[config.mk]
export PLATFORM = sky130hd
export DESIGN_NAME = ssd1331_cmd_sequencer
export DESIGN_NICKNAME = d
export VERILOG_FILES = /design/src/rtl/ssd1331_pkg.sv /design/src/rtl/ssd1331_init_rom.sv /design/src/rtl/ssd1331_cmd_sequencer.sv
export SDC_FILE = /design/constraint.sdc
export NUM_CORES = 1
export LEC_CHECK = 0
export CAP_MARGIN = 20
export CORE_MARGIN = 2
export CORE_UTILIZATION = 59
export CTS_CLUSTER_SIZE = 20
export DETAILED_ROUTE_END_ITERATION = 10
export PLACE_DENSITY = 0.91
export SYNTH_ARGS = -nofsm -noshare
export SYNTH_HDL_FRONTEND = slang
export SYNTH_HIERARCHICAL = 1
export SYNTH_SLANG_ARGS = --single-unit
[constraint.sdc]
create_clock -name i_SCK -period 4.29 [get_ports i_SCK]
set_input_delay 0.429 -clock i_SCK [delete_from_list [all_inputs] [get_ports i_SCK]]
set_output_delay 0.429 -clock i_SCK [all_outputs]
set_load 0.05 [all_outputs]
[src/rtl/ssd1331_pkg.sv]
// rtl/ssd1331_pkg.sv - shared constants, init ROM and state encoding for the SSD1331 sequencer
//
// Purpose : init command list, display-on opcode, FSM state type and a
//           helper that turns a cycle count into the counter's terminal value.
// Ports   : none (package).
package ssd1331_pkg;

  localparam int CNT_W    = 24;
  localparam int IDX_W    = 6;
  localparam int INIT_LEN = 37;

  localparam logic [IDX_W-1:0] INIT_LAST      = IDX_W'(INIT_LEN - 1);
  localparam logic [7:0]       CMD_DISPLAY_ON = 8'hAF;

  localparam logic [7:0] INIT_ROM [INIT_LEN] = '{
    8'hAE, 8'hA0, 8'h72, 8'hA1, 8'h00, 8'hA2, 8'h00, 8'hA4, 8'hA8, 8'h3F,
    8'hAD, 8'h8E, 8'hB0, 8'h0B, 8'hB1, 8'h31, 8'hB3, 8'hF0, 8'h8A, 8'h64,
    8'h8B, 8'h78, 8'h8C, 8'h64, 8'hBB, 8'h3A, 8'hBE, 8'h3E, 8'h87, 8'h06,
    8'h81, 8'h91, 8'h82, 8'h50, 8'h83, 8'h7D, 8'h2E
  };

  typedef enum logic [2:0] {
    S_PWR,
    S_RST_LOW,
    S_RST_WAIT,
    S_INIT_WAIT,
    S_VCC_WAIT,
    S_DISP_WAIT,
    S_USER_IDLE,
    S_USER_WAIT
  } state_t;

  // Counters run 0..N-1; a request for 0 cycles is treated as 1.
  function automatic logic [CNT_W-1:0] cnt_last(input int cycles);
    return (cycles <= 1) ? '0 : CNT_W'(cycles - 1);
  endfunction

endpackage

[src/rtl/ssd1331_init_rom.sv]
// rtl/ssd1331_init_rom.sv - combinational init command ROM, index to byte
//
// Purpose : look up one init command byte.
// Ports   : i_IDX  - ROM index (0..INIT_LEN-1, larger indices read 0)
//           o_BYTE - command byte, zero-extended to WIDTH
module ssd1331_init_rom
  import ssd1331_pkg::*;
#(
  parameter int WIDTH = 8
) (
  input  logic [IDX_W-1:0] i_IDX,
  output logic [WIDTH-1:0] o_BYTE
);

  always_comb begin
    o_BYTE = '0;
    if (i_IDX <= INIT_LAST) begin
      o_BYTE = WIDTH'(INIT_ROM[i_IDX]);
    end
  end

endmodule

[src/rtl/ssd1331_cmd_sequencer.sv]
// rtl/ssd1331_cmd_sequencer.sv - SSD1331 power-up/init sequencer feeding a MOSI serializer
//
// Purpose : runs PMODEN / RES# / VCCEN power-up, streams the init ROM and
//           display-on to the serializer, then forwards user bytes.
// Ports   : i_SCK, i_RST_N          - clock (rising edge), async active-low reset
//           i_TX_DONE               - serializer final-bit flag
//           i_REQ_VALID/DATA/DC     - user byte port, o_REQ_READY handshake
//           o_START, o_DATA, o_DC   - serializer start pulse, byte, D/C#
//           o_PMODEN/o_RES_N/o_VCCEN- panel power and reset pins
//           o_INIT_DONE             - high once display-on has gone out
module ssd1331_cmd_sequencer
  import ssd1331_pkg::*;
#(
  parameter int WIDTH           = 8,
  parameter int RST_LOW_CYCLES  = 32,
  parameter int RST_WAIT_CYCLES = 32,
  parameter int VCC_WAIT_CYCLES = 625000
) (
  input  logic             i_SCK,
  input  logic             i_RST_N,
  input  logic             i_TX_DONE,
  input  logic             i_REQ_VALID,
  input  logic [WIDTH-1:0] i_REQ_DATA,
  input  logic             i_REQ_DC,
  output logic             o_REQ_READY,
  output logic             o_START,
  output logic [WIDTH-1:0] o_DATA,
  output logic             o_DC,
  output logic             o_PMODEN,
  output logic             o_RES_N,
  output logic             o_VCCEN,
  output logic             o_INIT_DONE
);

  localparam logic [CNT_W-1:0] RST_LOW_LAST  = cnt_last(RST_LOW_CYCLES);
  localparam logic [CNT_W-1:0] RST_WAIT_LAST = cnt_last(RST_WAIT_CYCLES);
  localparam logic [CNT_W-1:0] VCC_WAIT_LAST = cnt_last(VCC_WAIT_CYCLES);

  state_t            state_q, state_d;
  logic [CNT_W-1:0]  cnt_q, cnt_d;
  logic [IDX_W-1:0]  idx_q, idx_d;
  logic              start_q, start_d;
  logic [WIDTH-1:0]  data_q, data_d;
  logic              dc_q, dc_d;
  logic              pmoden_q, pmoden_d;
  logic              res_n_q, res_n_d;
  logic              vccen_q, vccen_d;
  logic              done_q, done_d;
  logic              ready_q, ready_d;

  logic [IDX_W-1:0]  rom_idx;
  logic [WIDTH-1:0]  rom_byte;
  logic              tx_done;

  // idx_q holds the byte in flight; the ROM is addressed one ahead so the
  // next byte is ready on the done edge. Outside init it addresses ROM[0].
  assign rom_idx = (state_q == S_INIT_WAIT) ? idx_q + IDX_W'(1) : '0;

  // A done flag on the cycle right after a start cannot belong to that
  // byte; ignoring it keeps o_START from firing on consecutive cycles.
  assign tx_done = i_TX_DONE && !start_q;

  ssd1331_init_rom #(.WIDTH(WIDTH)) u_rom (
    .i_IDX  (rom_idx),
    .o_BYTE (rom_byte)
  );

  always_comb begin
    state_d  = state_q;
    cnt_d    = cnt_q;
    idx_d    = idx_q;
    start_d  = 1'b0;
    data_d   = data_q;
    dc_d     = dc_q;
    pmoden_d = pmoden_q;
    res_n_d  = res_n_q;
    vccen_d  = vccen_q;
    done_d   = done_q;
    ready_d  = ready_q;

    unique case (state_q)
      S_PWR: begin
        pmoden_d = 1'b1;
        cnt_d    = '0;
        state_d  = S_RST_LOW;
      end
      S_RST_LOW: begin
        if (cnt_q == RST_LOW_LAST) begin
          res_n_d = 1'b1;
          cnt_d   = '0;
          state_d = S_RST_WAIT;
        end else begin
          cnt_d = cnt_q + CNT_W'(1);
        end
      end
      S_RST_WAIT: begin
        if (cnt_q == RST_WAIT_LAST) begin
          start_d = 1'b1;
          data_d  = rom_byte;
          dc_d    = 1'b0;
          idx_d   = '0;
          state_d = S_INIT_WAIT;
        end else begin
          cnt_d = cnt_q + CNT_W'(1);
        end
      end
      S_INIT_WAIT: begin
        if (tx_done) begin
          if (idx_q < INIT_LAST) begin
            idx_d   = idx_q + IDX_W'(1);
            start_d = 1'b1;
            data_d  = rom_byte;
            dc_d    = 1'b0;
          end else begin
            vccen_d = 1'b1;
            cnt_d   = '0;
            state_d = S_VCC_WAIT;
          end
        end
      end
      S_VCC_WAIT: begin
        if (cnt_q == VCC_WAIT_LAST) begin
          start_d = 1'b1;
          data_d  = WIDTH'(CMD_DISPLAY_ON);
          dc_d    = 1'b0;
          state_d = S_DISP_WAIT;
        end else begin
          cnt_d = cnt_q + CNT_W'(1);
        end
      end
      S_DISP_WAIT: begin
        if (tx_done) begin
          done_d  = 1'b1;
          ready_d = 1'b1;
          state_d = S_USER_IDLE;
        end
      end
      S_USER_IDLE: begin
        if (i_REQ_VALID) begin
          data_d  = i_REQ_DATA;
          dc_d    = i_REQ_DC;
          start_d = 1'b1;
          ready_d = 1'b0;
          state_d = S_USER_WAIT;
        end
      end
      S_USER_WAIT: begin
        if (tx_done) begin
          ready_d = 1'b1;
          state_d = S_USER_IDLE;
        end
      end
      default: state_d = S_PWR;
    endcase
  end

  always_ff @(posedge i_SCK or negedge i_RST_N) begin
    if (!i_RST_N) begin
      state_q  <= S_PWR;
      cnt_q    <= '0;
      idx_q    <= '0;
      start_q  <= 1'b0;
      data_q   <= '0;
      dc_q     <= 1'b0;
      pmoden_q <= 1'b0;
      res_n_q  <= 1'b0;
      vccen_q  <= 1'b0;
      done_q   <= 1'b0;
      ready_q  <= 1'b0;
    end else begin
      state_q  <= state_d;
      cnt_q    <= cnt_d;
      idx_q    <= idx_d;
      start_q  <= start_d;
      data_q   <= data_d;
      dc_q     <= dc_d;
      pmoden_q <= pmoden_d;
      res_n_q  <= res_n_d;
      vccen_q  <= vccen_d;
      done_q   <= done_d;
      ready_q  <= ready_d;
    end
  end

  assign o_START     = start_q;
  assign o_DATA      = data_q;
  assign o_DC        = dc_q;
  assign o_PMODEN    = pmoden_q;
  assign o_RES_N     = res_n_q;
  assign o_VCCEN     = vccen_q;
  assign o_INIT_DONE = done_q;
  assign o_REQ_READY = ready_q;

endmodule
# Yosys cells after proc, flatten, opt, wreduce, memory -nomap -nowiden
# Memory sizes are Yosys's and may differ from the RTL's.
# Index checks and enable logic that the tools add are counted.
totals:
  elab_cells: 97
  output_inout_bits: 15
  mem_count: 1
  inputBits: 13
  mem_bits_ro: 512
  reg_bits: 48
mem_list:
  columns: ["name", "words", "word_bits", "read_ports", "rd_ports_with_merged_regs", "write_ports", "line_no", "source"]
  rows:
  - ["(no name shown)", 64, 8, 1, 0, 0, "ssd1331_init_rom.sv:18", "o_BYTE = WIDTH'(INIT_ROM[i_IDX]);"]
classes:
  n_mux: 43
  magnitude_cmp: 3
  add_sub_neg: 2
  eq_ne: 19
  n_bitwise: 2
  reduce_logical: 16
op_table:
  columns: ["operator", "count"]
  rows:
  - ["24-bit two-way mux", 5]
  - ["24-bit one-hot mux with 5 select lines", 1]
  - ["8-bit two-way mux", 8]
  - ["8-bit one-hot mux with 4 select lines", 1]
  - ["24-bit by 1-bit adder with 24-bit output (second input constant)", 1]
  - ["24-bit by 20-bit equality test with 1-bit output (second input constant)", 1]
  - ["24-bit by 5-bit equality test with 1-bit output (second input constant)", 1]
  - ["6-bit two-way mux", 4]
  - ["3-bit two-way mux", 7]
  - ["3-bit one-hot mux with 7 select lines", 1]
  - ["2-bit != test (second input constant)", 8]
  - ["3-bit equality test (second input constant)", 4]
  - ["1-bit two-way mux", 12]
  - ["6-bit one-hot mux with 2 select lines", 1]
  - ["1-bit one-hot mux with 4 select lines", 2]
  - ["7-bit greater-or-equal comparator (second input constant)", 1]
  - ["6-bit NOT with 7-bit output", 1]
  - ["7-bit AND reduction", 1]
  - ["6-bit by 1-bit adder with 6-bit output (second input constant)", 1]
  - ["3-bit by 2-bit equality test with 1-bit output (second input constant)", 2]
  - ["6-bit <= comparator (second input constant)", 1]
  - ["6-bit less-than comparator (second input constant)", 1]
  - ["3-bit AND reduction", 2]
  - ["6-bit AND reduction", 1]
  - ["other kinds (14)", 17]

# Depth between registers and ports, before layout
# Gate-level depths: netlist (run 1).
logic_depth:
  word_depth: 10
  ltp_mapped: 15
  depth_no_buf: 12

# Hierarchy
# The synthesis (run 1) kept the hierarchy.
by_module_without_submodules:
  columns: ["mod", "area_per_inst_um2", "cells_each", "instances", "seq_area_each_um2"]
  rows:
  - ["ssd1331_cmd_sequencer", 2781.4, 318, 1, 1201.2]
  - ["ssd1331_init_rom", 669.4, 96, 1, 0.0]

# Least setup slack after synthesis (run 1)
# No wires, ideal clock.
synth_timing:
  kind: "register -> register"
  start: "register state_q[1]"
  end: "register data_q[1] (netlist: o_DATA[1])"
  setup_ps: 125
  required_ps: 4165
  path_stages_with_launch: 16
  t_arrival_ps: 3221
  slack_ps: 945
  cell_sequence: "dfrtp_1 -> clkbuf_1 -> buf_1 -> nand2_1 -> or2_1 -> nor2_1 -> buf_4 -> inv_1 -> ha_1 -> nor2_1 -> a211oi_1 -> a2111oi_0 -> a211oi_1 -> nand2_1 -> o21ai_0 -> mux2_2"
synth_between:
  elab_chain_cells: 10
  elab_cells_between_ends: 22
  cone_classes: "1 x order compare; 9 x eq/ne; 8 x mux; 1 x bitwise; 2 x reduce/logical; 1 x memory"
synth_lines:
  columns: ["element", "line_no", "source"]
  rows:
  - ["start: declaration", "ssd1331_cmd_sequencer.sv:39", "state_t state_q, state_d;"]
  - ["start signal: assignment", "ssd1331_cmd_sequencer.sv:171", "state_q <= state_d;"]
  - ["3-bit by 2-bit equality test with 1-bit output (*)", "ssd1331_cmd_sequencer.sv:57", "assign rom_idx = (state_q == S_INIT_WAIT) ? idx_q + IDX_W'(1) : '0;"]
  - ["6-bit two-way mux (*)", "ssd1331_cmd_sequencer.sv:57", null]
  - ["6-bit NOT with 7-bit output (not written as such)", "ssd1331_init_rom.sv:18", null]
  - ["memory 64 x 8 bit", null, null]
  - ["8-bit two-way mux (not written as such) (2 in series)", "ssd1331_init_rom.sv:18", null]
  - ["8-bit two-way mux (*)", "ssd1331_init_rom.sv:17", "if (i_IDX <= INIT_LAST) begin"]
  - ["named net rom_byte[1]", "ssd1331_cmd_sequencer.sv:52", "logic [WIDTH-1:0] rom_byte;"]
  - ["8-bit two-way mux", "ssd1331_cmd_sequencer.sv:109", "if (idx_q < INIT_LAST) begin"]
  - ["8-bit two-way mux", "ssd1331_cmd_sequencer.sv:108", "if (tx_done) begin"]
  - ["8-bit one-hot mux with 4 select lines (*)", "ssd1331_cmd_sequencer.sv:81", "unique case (state_q)"]
  - ["end signal: assignment", "ssd1331_cmd_sequencer.sv:175", "data_q <= data_d;"]
  - ["end: declaration", "ssd1331_cmd_sequencer.sv:43", "logic [WIDTH-1:0] data_q, data_d;"]
# The timed path passes the listed nets; every way through them passes the cells marked *. The select of a mux whose other input is x is not followed.
# A chain may end at the register's enable or synchronous reset.

# Final worst setup path (run 1)
# Same ends and word-level chain as after synthesis.

==> results.txt, run 1 <==
Status -> complete, no violations
Pin count of the biggest net entering global routing -> 49
First-pass DRT Iterations -> 5
RR Startpoint -> state_q[1]
Post-synthesis net count -> 439
Top FF cell, synth -> dfrtp_1
Final worst path period share -> 80.0%
Post-DR wirelength/cell -> 17.2 um
# resized after CTS -> 0
Complex-gate fraction of the synthesized area -> 23.4%
Core box area -> 5570 um2
Die footprint -> 6480 um2
CP endpoint kind -> flip-flop
Share of total power in combinational logic -> 3.0%
Pwr/cell area -> 226 nW/um2
Rel. slew slack -> 29.1%
Setup bufs post-CTS -> 0
Yosys reg bits -> 48
Worst Setup Start Kind -> flip-flop
Hold EP -> o_PMODEN
Final net count -> 455
Clock buffer depth -> 2
Global-route wire length before repair -> 14300 um
Final min period -> 3430 ps
Hold Path Depth -> 1
Max-cap violations -> 0
Clock latency on the worst-skew pair -> 320 ps
Final Hold Vio Count -> 0
Via count -> 3261
Switching pwr -> 183 uW
Hold path startpoint -> o_PMODEN
1st-iter DRT viols -> 403
Final Instance Count excl. Fillers -> 503
Num CTS Buffers -> 5
Worst slew pin tran -> 1060 ps
Synth Area in Simple Gates -> 23.0%
Mapped Area -> 3450 um2
Switching share of power -> 20.8%
FF-to-FF End -> o_DATA[1]
H-tree levels -> 2
Largest stage delay, worst path -> 700 ps
RSZ-0062 raised after global routing -> no
Setup Total Neg Slack -> 0 ps
Yosys synthesis warning count -> 6
CP max stage cell -> dfrtp_1
HPWL Detailed -> 5960 um
CTS tree -> yes
Layout Skew -> 10.8 ps
Ports -> 28
Max Clock Freq -> 292 MHz
Dpl ws -> 962 ps
Min-delay worst type -> flip-flop to flip-flop
Clock slew at reported path FFs -> 100 ps
Area Overhead vs Synth -> 13.1%
Part of the power in registers -> 51.2%
Final Power -> 883 uW
CTS root buf -> clkbuf_8
Routed Wire Length -> 8660 um
Post-Synth Adder-Cell Area -> 4.35%
Async S/R FF share, synth -> 100%
Width of the die -> 80.5 um
Initial antenna violation count -> 0
Final setup fails -> 0
P_int -> 700 uW
Worst path arrival time -> 3640 ps
Placed Cells -> 493
Row count -> 27
Vias/cell -> 6.48
Crit path kind -> flip-flop to flip-flop
Avg Cell Area, Syn -> 8.34 um2
Mapped Cells -> 414
Hold-fix buffers, CTS -> 0
Distinct cell type count after synthesis -> 68
Setup WS post-layout -> 860 ps
CTS sink count -> 48
Vias in the first global route -> 2907
Diode count -> 0
Crit path required time -> 4500 ps
Share of layout cells above drive strength 1 -> 11.8%
Critical Path, Cell by Cell -> nand2_1 -> nor2_1 -> and2_1 -> inv_1 -> ha_1 -> nor2_1 -> a211oi_1 -> a2111oi_0 -> a211oi_1 -> nand2_1 -> o21ai_0 -> mux2_2
Reg2reg path depth -> 12
Initial Util -> 61.9%
GPL Wtd Cong -> 0.892
Xor and xnor area share after synthesis -> 1.52%
DRC Markers -> 0
Slew Limit Fails -> 0
Buffers on Ports -> 27
Peak supply drop -> 154 uV
R2r setup slk -> 860 ps
Main combinational cell family by area after synthesis -> compound AO/OA/AOI/OAI gates
Overall die height -> 80.5 um
Post-synth EDFFs -> 0
Mux cell area share after synthesis -> 7.29%
LEAKAGE -> 0.00165 uW
CP Max Fanout -> 16
Clock share of power -> 45.9%
Global Route Usage Sum -> 28.5%
Final ANT Viol Nets -> 0
Part of the Yosys area used for sequential elements -> 34.8%
GRT overflow -> 0
[flip-flops by register name, summed over array words and instances (netlist names)]
name,flops
o_REQ_READY,1
state_q,3
o_RES_N,1
idx_q,6
cnt_q,24
o_PMODEN,1
o_VCCEN,1
o_START,1
o_INIT_DONE,1
o_DATA,8
o_DC,1
[kinds of logic (layout without fill, tap and decap cells)]
family,count (synthesis),count (layout)
and+or+nand+nor,161,161
DFF,48,48
AOI/OAI and AO/OA,121,121
xor gates and xnor gates,6,6
buffers and inverters,43,60
muxes,23,23
adders and majority gates,12,12
[layout make-up]
class / instances / area, um2
Inverter: 14 / 52.6
Tap cell: 72 / 90.1
Clock inverter: 3 / 68.8
Fill cell: 429 / 1670
Timing Repair Buffer: 38 / 363
Clock buffer: 5 / 68.8
Multi-Input combinational cell: 323 / 2060
Sequential cell: 48 / 1200
[worst max path at each step]
stage / from / slack [ps] / cells past startpoint / to
after floorplan: state_q[1] / 940 / 15 / o_DATA[1]
after global placement: state_q[1] / 1130 / 12 / o_DATA[1]
after detailed placement: state_q[1] / 960 / 12 / o_DATA[1]
after CTS: state_q[1] / 920 / 12 / o_DATA[1]
after global routing: state_q[1] / 540 / 12 / o_DATA[1]
final: state_q[1] / 860 / 12 / o_DATA[1]
[cell usage after synthesis, types with 3 or more instances]
| master | n | area [um2] |
|---|---|---|
| nand2b_1 | 8 | 50.1 |
| buf_6 | 3 | 33.8 |
| dfrtp_1 | 48 | 1200 |
| or3_1 | 3 | 18.8 |
| nor2_1 | 42 | 158 |
| o211ai_1 | 3 | 22.5 |
| mux2_2 | 17 | 191 |
| nor3_1 | 3 | 15.0 |
| a41oi_1 | 3 | 26.3 |
| buf_2 | 3 | 15.0 |
| nor4_1 | 4 | 25.0 |
| o21ai_0 | 28 | 140 |
| o21bai_1 | 4 | 30.0 |
| a21oi_1 | 34 | 170 |
| a211oi_1 | 4 | 30.0 |
| nand4_1 | 8 | 50.1 |
| inv_1 | 13 | 48.8 |
| a22oi_1 | 3 | 22.5 |
| a311oi_1 | 3 | 26.3 |
| nand2_1 | 47 | 176 |
| a31oi_1 | 15 | 93.8 |
| mux2i_1 | 6 | 60.1 |
| and3_1 | 4 | 25.0 |
| xnor2_1 | 4 | 35.0 |
| clkbuf_1 | 19 | 71.3 |
| nand3_1 | 21 | 105 |
| ha_1 | 12 | 150 |
| and4_1 | 3 | 26.3 |
[metal layers]
| metal | up-vias | wire length, um | part of all wire, % | track usage (%) |
|---|---|---|---|---|
| li1 | 1540 | - | - | - |
| met1 | 1541 | 3990 | 46 | 41.3 |
| met2 | 160 | 3940 | 45 | 43.3 |
| met3 | 20 | 566 | 6.5 | 4.27 |
| met4 | 0 | 172 | 2.0 | 10.2 |
| met5 | - | 0 | 0 | 0 |
[worst max-delay path, delay by kind of cell (launching register included)]
kind                     cells  cell delay, ps
AO/OA/AOI/OAI                4             740
adder cells (fa/ha/maj)      1             270
buffers and inverters        1             190
flip-flops                   1             700
multiplexers                 1             290
AND/OR/NAND/NOR              5            1130
[power by group through the flow]
stage	logic, uW	registers [uW]	clock network, uW
final	26.1	452	405
after global routing	29.4	452	425
after CTS	23.7	452	409
after detailed placement	23.5	461	0
after global placement	23.6	461	0
after floorplan	2.76	461	0
[cells in the final DEF (no fill, tap or decap), types with 4 or more instances in the layout]
cell type and n:
dfrtp_1 48, nand2_1 47, nor2_1 42, a21oi_1 34
o21ai_0 28, clkdlybuf4s50_1 26, nand3_1 21, mux2_2 17
a31oi_1 15, inv_1 13, ha_1 12, buf_4 9
nand2b_1 8, nand4_1 8, mux2i_1 6, clkbuf_8 5
nor4_1 4, xnor2_1 4, o21bai_1 4, and3_1 4
a211oi_1 4
[metrics by stage]
step,util (%),hold slack [ps],area [um2]
after floorplan,-,133,3450
after global placement,67.0,442,3730
after detailed placement,67.0,446,3730
after CTS,69.5,335,3870
after global routing,70.0,498,3900
final,70.0,469,3900
No activity file was read; power rests on OpenSTA's default activity.
==> run 2, diff against run 1 <==
==> constraint.sdc (replaced) <==
create_clock -name i_SCK -period 3.56 [get_ports i_SCK]
set_input_delay 0.356 -clock i_SCK [delete_from_list [all_inputs] [get_ports i_SCK]]
set_output_delay 0.356 -clock i_SCK [all_outputs]
set_load 0.05 [all_outputs]
==> results.txt, run 2 (synthesis gave the netlist of run 1 again) <==
Worst path arrival time -> 3320 ps
Clock latency on the worst-skew pair -> 300 ps
Status -> complete, no violations
Final min period -> 3120 ps
Overall die height -> 80.5 um
Layout Skew -> 7.10 ps
Fillers -> 429
Final setup fails -> 0
1st-iter DRT viols -> 304
Setup Total Neg Slack -> 0 ps
Final ANT Viol Nets -> 0
HPWL Detailed -> 5740 um
Commonest non-fill, non-tap cell in the layout -> dfrtp_1
Post-DR wirelength/cell -> 16.8 um
Share of layout cells above drive strength 1 -> 12.5%
Setup bufs post-CTS -> 0
First-pass DRT Iterations -> 5
Vias/cell -> 6.48
H-tree levels -> 2
Max FFs per register -> 24
CP Max Fanout -> 16
Ports -> 28
Pin count of the biggest net entering global routing -> 49
Buffers on Ports -> 27
Placed Cells -> 495
CTS sink count -> 48
Reg area -> 1200 um2
Peak supply drop -> 302 uV
Final Hold Vio Count -> 0
Row count -> 27
LEAKAGE -> 0.00166 uW
Diode count -> 0
Worst Setup Start Kind -> flip-flop
Final Instance Count excl. Fillers -> 505
Width of the die -> 80.5 um
Num CTS Buffers -> 5
RSZ-0062 raised after global routing -> no
Routed Wire Length -> 8490 um
Min-delay worst type -> input port to async pin
Max Clock Freq -> 320 MHz
GPL Wtd Cong -> 0.913
Top reg by flops -> cnt_q
Die footprint -> 6480 um2
Clock buffer depth -> 2
Global Route Usage Sum -> 28.0%
Clock slew at reported path FFs -> 90 ps
CTS tree -> yes
Crit path kind -> flip-flop to flip-flop
Final net count -> 457
DRC Markers -> 0
Max-cap violations -> 0
Crit path required time -> 3760 ps
Vias in the first global route -> 3072
Pwr/cell area -> 269 nW/um2
Area of the multi-input gates -> 2060 um2
Via count -> 3270
Core box area -> 5570 um2
Slew Limit Fails -> 0
CTS root buf -> clkbuf_8
Rel. slew slack -> 32.9%
Initial antenna violation count -> 0
CP endpoint kind -> flip-flop
Area Overhead vs Synth -> 13.5%
GRT overflow -> 0
Initial Util -> 61.9%
Final worst path period share -> 87.7%
Most frequent cells in the layout -> dfrtp_1, nand2_1, nor2_1
Global-route wire length before repair -> 14400 um
Worst slew pin tran -> 1000 ps
run 2: cell count changes in the layout (fill, tap and decap cells not counted):
cell	change
and2_1	-1
and2_2	+1
buf_4	+2
run 2: timing repair:
| item | in CTS | in global routing |
|---|---|---|
| hold endpoints to repair | 0 | 10 |
| gates resized for setup | 0 | 1 |
| endpoints found under the setup margin | 0 | 1 |
| hold buffers | 0 | 1 |
run 2: power breakdown:
| group | leakage [uW] | internal [uW] | switching, uW |
|---|---|---|---|
| sequential | 0.000536 | 545 | 0 |
| combinational | 0.00105 | 15.4 | 15.6 |
| clock | 0.0000687 | 283 | 195 |
run 2: worst paths after layout:
path / from / endpoint / slack [ps] / depth (start not counted)
worst max-delay path: state_q[0] / o_DATA[1] / 440 / 12
worst min-delay path: i_RST_N / o_DATA[6] / 450 / 2
worst max register to register: state_q[0] / o_DATA[1] / 440 / 12
worst min register to register: o_PMODEN / o_PMODEN / 480 / 1
max in group asynchronous: i_RST_N / cnt_q[16] / 2630 / 3
min in group i_SCK: o_PMODEN / o_PMODEN / 480 / 1
run 2: critical path, stage by stage (launching register included):
cell,delay (ps)
dfrtp_1,600
nand2_1,180
nor2_1,180
and2_2,320
inv_1,160
ha_1,270
nor2_1,260
a211oi_1,120
a2111oi_0,420
a211oi_1,90
nand2_1,70
o21ai_0,70
mux2_2,270
run 2: routing by layer:
metal	GRT usage [%]	vias to the layer above	wire length, um
met5	0	-	0
li1	-	1536	-
met1	38.5	1533	3810
met2	44.9	173	3890
met3	3.82	28	575
met4	10.8	0	219
run 2: final cells by class:
| cell class | instances | area share, % |
|---|---|---|
| flip-flops and latches | 48 | 30.7 |
| inverters | 14 | 1.34 |
| repair buffers | 40 | 9.65 |
| multi-input cells | 323 | 52.5 |
| well taps | 72 | 2.30 |
| clock buffers | 5 | 1.76 |
| clock inverters | 3 | 1.76 |
run 2: through the flow:
step                      hold WS, ps  cell area (um2)  total power [uW]  utilization [%]  worst slack (ps)
after floorplan                  60.4             3450               559                -               215
after global placement            444             3750               584             67.3               553
after detailed placement          461             3750               584             67.3               334
after CTS                         272             3890              1060             69.7               276
after global routing              457             3920              1090             70.3               172
final                             448             3920              1050             70.3               439
